`src/rtl/wb_grf.sv`:
```
// Writeback register file: 32x32 GPRs with reg 0 hard-wired to zero, plus commit trace (last_*) and a commit counter.
// Define GRF_BYPASS_EN to forward the in-flight writeback data to same-cycle reads.
module wb_grf #(
   parameter int CNT_W = 32
) (
   input  logic             clk,
   input  logic             reset,
   input  logic             W_regwe,
   input  logic [4:0]       W_A3,
   input  logic [31:0]      W_regwd,
   input  logic [31:0]      W_pc,
   input  logic [4:0]       D_A1,
   input  logic [4:0]       D_A2,
   output logic [31:0]      D_RD1,
   output logic [31:0]      D_RD2,
   output logic [31:0]      last_pc,
   output logic [4:0]       last_A3,
   output logic [31:0]      last_wd,
   output logic [CNT_W-1:0] commit_cnt
);

   logic [31:0]      regs_q [32];
   logic [31:0]      last_pc_q, last_pc_d;
   logic [4:0]       last_a3_q, last_a3_d;
   logic [31:0]      last_wd_q, last_wd_d;
   logic [CNT_W-1:0] cnt_q, cnt_d;
   logic             commit;
   logic             byp1, byp2;

   // Writes to r0 are dropped entirely, so they never touch the trace or counter.
   assign commit = W_regwe && (W_A3 != 5'd0);

   always_comb begin
      last_pc_d = last_pc_q;
      last_a3_d = last_a3_q;
      last_wd_d = last_wd_q;
      cnt_d     = cnt_q;
      if (commit) begin
         last_pc_d = W_pc;
         last_a3_d = W_A3;
         last_wd_d = W_regwd;
         cnt_d     = cnt_q + CNT_W'(1);
      end
   end

   always_ff @(posedge clk or negedge reset) begin
      if (!reset) begin
         for (int i = 0; i < 32; i++) begin
            regs_q[i] <= '0;
         end
         last_pc_q <= '0;
         last_a3_q <= '0;
         last_wd_q <= '0;
         cnt_q     <= '0;
      end else begin
         if (commit) begin
            regs_q[W_A3] <= W_regwd;
         end
         last_pc_q <= last_pc_d;
         last_a3_q <= last_a3_d;
         last_wd_q <= last_wd_d;
         cnt_q     <= cnt_d;
      end
   end

`ifdef GRF_BYPASS_EN
   assign byp1 = commit && (D_A1 == W_A3);
   assign byp2 = commit && (D_A2 == W_A3);
`else
   assign byp1 = 1'b0;
   assign byp2 = 1'b0;
`endif

   // Reset gates the read ports so forwarded data cannot leak out while reset is held.
   always_comb begin
      D_RD1 = '0;
      D_RD2 = '0;
      if (reset) begin
         if (byp1)               D_RD1 = W_regwd;
         else if (D_A1 != 5'd0)  D_RD1 = regs_q[D_A1];
         if (byp2)               D_RD2 = W_regwd;
         else if (D_A2 != 5'd0)  D_RD2 = regs_q[D_A2];
      end
   end

   assign last_pc    = last_pc_q;
   assign last_A3    = last_a3_q;
   assign last_wd    = last_wd_q;
   assign commit_cnt = cnt_q;

endmodule

```
`config.mk`:
```
export PLATFORM = sky130hd
export DESIGN_NAME = wb_grf
export DESIGN_NICKNAME = d
export VERILOG_FILES = /design/src/rtl/wb_grf.sv
export SDC_FILE = /design/constraint.sdc
export NUM_CORES = 2
export LEC_CHECK = 0
export BUFFER_PORTS_ARGS = -buffer_cell sky130_fd_sc_hd__buf_2
export CAP_MARGIN = 10
export CORE_MARGIN = 4
export CORE_UTILIZATION = 55
export DETAILED_ROUTE_END_ITERATION = 10
export PLACE_DENSITY_LB_ADDON = 0.25
export SLEW_MARGIN = 5
export SYNTH_ARGS = -nofsm -noshare
export SYNTH_HDL_FRONTEND = slang
export SYNTH_SLANG_ARGS = --single-unit
```
`constraint.sdc`:
```
create_clock -name clk -period 2.25 [get_ports clk]
set_input_delay 0.3375 -clock clk [delete_from_list [all_inputs] [get_ports clk]]
set_output_delay 0.3375 -clock clk [all_outputs]
set_load 0.005 [all_outputs]
```
==> flow_metrics.py <==
metrics = {
    "final_layout": {
        "stdcell_area_um2": 68900,
        "drive_gt1_share_pct": 49.0,
        "fillers": 7275,
        "syn_to_final_growth_pct": 21.2,
        "fin_nets": 4749,
    },
    "detailed_routing": {
        "drc_errors": 0,
        "vias_per_cell": 6.72,
        "wl_met3_um": 16200,
        "dr_wl_met2_um": 83800,
        "wl_met1_um": 72900,
        "drt_iter0_markers": 4031,
        "via_count": 41224,
        "drt_wl_total_um": 182000,
        "dr.pass1.iters": 6,
        "wl_per_cell_um": 29.6,
        "ant_nets": 0,
        "maxUsedRoutingLayer": "met5",
    },
    "critical_path": {
        "r2r_cells": 5,
        "r2r-end": "commit_cnt[31]",
        "r2r_slack_ns": 0.38,
        "critical_path_class": "reg2out",
        "crit_arrival_ns": 2.35,
        "cp-end-kind": "output port",
        "required_ns": 1.91,
        "r2r_start": "commit_cnt[11]",
        "cp_max_fo": 3,
        "worstSetupStartpointType": "flop",
    },
    "synthesis": {
        "synth_seq_cells": 1095,
        "yosysWarnings": 0,
        "syn_nets": 4339,
        "synth_area_leaders": "dfrtp_1 48%, mux2_2 21%, mux2i_1 10%, mux4_2 7.7%, a22oi_1 2.5%",
        "syn_area_um2": 56900,
        "synth-seq-area-share_pct": 48.2,
        "synth_top_area_share_pct": 48.2,
        "synth_area_leader_cell": "dfrtp_1",
        "synth_cells": 4256,
        "yosysUniqueCellTypes": 44,
        "syn-mean-instance-area_um2": 13.4,
    },
    "placed_design": {
        "dpl.hpwl_um": 116000,
        "gp_congestion": 0.914,
        "dpl_cell_area_um2": 63400,
        "io_buffers": 246,
    },
    "timing": {
        "rsz0062_at_grt": "true",
        "drv_slew": 0,
        "clock.fmax_ghz": 0.372,
        "relSlewSlack_pct": 41.4,
        "min_period_ns": 2.69,
        "final_hold_viol_count": 0,
        "holdWs_ns": 0.122,
        "worst_pin_slew_ns": 0.877,
        "setup_ws_ns": -0.437,
        "finalCritPeriodShare_pct": 119,
        "setup-violations-final": 64,
        "fin_tns_setup_ns": -10.88,
        "skew_ns": 0.0128,
    },
    "clock_network": {
        "clk-insertion-delay-late_ns": 0.71,
        "cts_buffers": 115,
        "cts_sinks": 1095,
        "cts_root_buf": "clkbuf_16",
        "path_clk_slew_ns": 0.06,
        "cts.path.max_buffers": 3,
        "cts_tree": "built",
        "cts_max_level": 3,
    },
    "global_route": {
        "grt_max_degree": 180,
        "antenna_found_initial": 8,
        "grt_pass1_vias": 42229,
        "grt_use_total_pct": 33.3,
        "grt_pass1_wl_um": 271000,
        "grt.overflow.total": 0,
    },
    "min_path": {
        "min_path_cells": 4,
        "hold_end": "last_A3[3]",
        "worstHoldStart": "W_regwe",
        "hold_class": "in2reg",
    },
    "floorplanning": {
        "die_width_um": 330,
        "initial_core_util_pct": 55.7,
        "core_um2": 102000,
        "rows": 117,
        "die_h_um": 330,
        "die-area_um2": 109000,
        "pin_count": 247,
    },
    "power_and_ir_drop": {
        "pwr-share-seq_pct": 44.9,
        "powerDensity_nw_per_um2": 848,
        "p_int_uw": 42500,
        "ir_worst_vdd_v": 0.000634,
        "switching_power_uw": 16000,
        "p_comb_share_pct": 19.5,
        "clkPwrFrac_pct": 35.6,
        "p_sw_share_pct": 27.3,
        "cellLeakagePower_uw": 0.0312,
    },
    "run_status": {
        "status": "finished, violations left",
        "violations": "negative setup slack",
    },
    "flow_run": {
        "maxCapViolations": 0,
    },
}
how the worst max path moves through the flow:
stage,startpoint,end,slack [ns]
global placement,D_A2[3],D_RD2[2],-0.19
floorplan,D_A1[0],D_RD1[10],0.18
global route,regs_q[603],D_RD2[27],-0.46
detailed placement,D_A2[3],D_RD2[27],-0.16
finish,regs_q[798],D_RD2[30],-0.44
CTS,regs_q[603],D_RD2[27],-0.38
cell families (layout without fill, tap and decap cells):
group,count (synthesis),after routing,share of synthesized area (%)
and+or+nand+nor,355,355,2.98
AOI/OAI and AO/OA,519,519,6.29
muxes,1823,1823,38.7
adders and majority gates,1,1,0.0220
xor gates and xnor gates,31,31,0.477
buffers and inverters,432,942,3.39
DFF,1095,1095,48.2
other,0,4,0
area by class of cell:
cell class                 count  area (um^2)  share of cell area (%)
timing repair buffer         719         7070                    10.3
clock inverter                57          721                    1.05
antenna                        4         10.0                  0.0145
multi-input combinational   2729        28500                    41.4
inverter                       6         22.5                  0.0327
clock buffer                 160         3460                    5.02
tap                         1368         1710                    2.48
sequential                  1095        27400                    39.7
power groups by stage:
stage | clock, uW | combinational [uW] | sequential, uW
floorplan | 0 | 7630 | 25600
global placement | 0 | 10500 | 26200
detailed placement | 0 | 10800 | 26400
CTS | 21000 | 11200 | 26100
global route | 21800 | 12300 | 26600
finish | 20800 | 11400 | 26200
repair_timing:
item / in CTS / in global routing
pin swaps: 142 / 83
endpoints found under the setup margin: 64 / 468
hold buffers: 41 / 0
hold endpoints to repair: 395 / 0
cloned: 0 / 2
resized for setup: 80 / 66
setup buffers: 15 / 3
worst max-delay path, stage by stage (launching register included):
cell and delay (ns):
dfrtp_1 0.40, mux4_2 0.49, a22oi_2 0.17, nand4_1 0.33, buf_2 0.26
placed cells by master (no fill, tap or decap), types with 6 or more instances in the layout:
cell	instances
clkbuf_8	33
dfrtp_1	1095
o22ai_1	186
nor3b_1	7
a22oi_1	102
mux2i_2	6
clkbuf_1	8
nand4_1	67
clkbuf_16	121
and3_1	9
buf_4	260
buf_2	238
buf_6	10
a22oi_2	84
buf_12	161
bufinv_16	16
mux2i_1	560
clkinv_2	29
dlygate4sd3_1	41
a21oi_1	9
nand3_1	17
nor2_4	22
a221oi_1	32
o21ai_0	58
inv_1	6
xor2_1	8
nand2_2	21
xnor2_1	23
mux2_2	1057
clkinvlp_4	8
mux4_2	194
nand2_1	157
a221oi_2	28
nor2_1	18
routing by layer:
metal / vias to the layer above / global-route usage (%)
li1: 16993 / -
met1: 21676 / 44.8
met2: 2013 / 52.0
met3: 536 / 7.50
met4: 6 / 15.3
met5: - / 0
per-stage QoR:
stage / worst slack [ns] / utilization [%] / total power [uW] / std cells
4_1_cts: -0.381 / 67.1 / 58300 / 6130
6_report: -0.437 / 67.5 / 58400 / 6138
3_5_place_dp: -0.159 / 62.1 / 37300 / 5858
5_1_grt: -0.462 / 67.5 / 60700 / 6135
2_1_floorplan: 0.183 / - / 33200 / 4256
3_3_place_gp: -0.194 / 62.1 / 36700 / 5858
Yosys cell counts, drive strengths merged:
| master | instances |
|---|---|
| and2 | 4 |
| a221oi | 60 |
| a41oi | 1 |
| o21ai | 64 |
| a31oi | 4 |
| buf | 203 |
| nand4 | 67 |
| clkbuf | 223 |
| or3 | 1 |
| mux4 | 194 |
| nand3b | 4 |
| nand3 | 22 |
| nand2b | 1 |
| nor3 | 7 |
| nor3b | 10 |
| nor4 | 1 |
| inv | 6 |
| o22ai | 187 |
| o41ai | 1 |
| or2 | 5 |
| mux2 | 1063 |
| o211ai | 1 |
| nor2 | 40 |
| nand2 | 178 |
| xor2 | 8 |
| a41o | 1 |
| o221ai | 4 |
| o32ai | 1 |
| or4 | 1 |
| a21oi | 9 |
| a22oi | 186 |
| and3 | 9 |
| xnor2 | 23 |
| nor4b | 1 |
| ha | 1 |
| dfrtp | 1095 |
| nor2b | 4 |
| mux2i | 566 |
flip-flops by register name, indices dropped and copies added, names as in the netlist:
name,flops
last_wd,32
last_A3,5
regs_q,994
commit_cnt,32
last_pc,32
No activity file was read; power rests on OpenSTA's default activity.
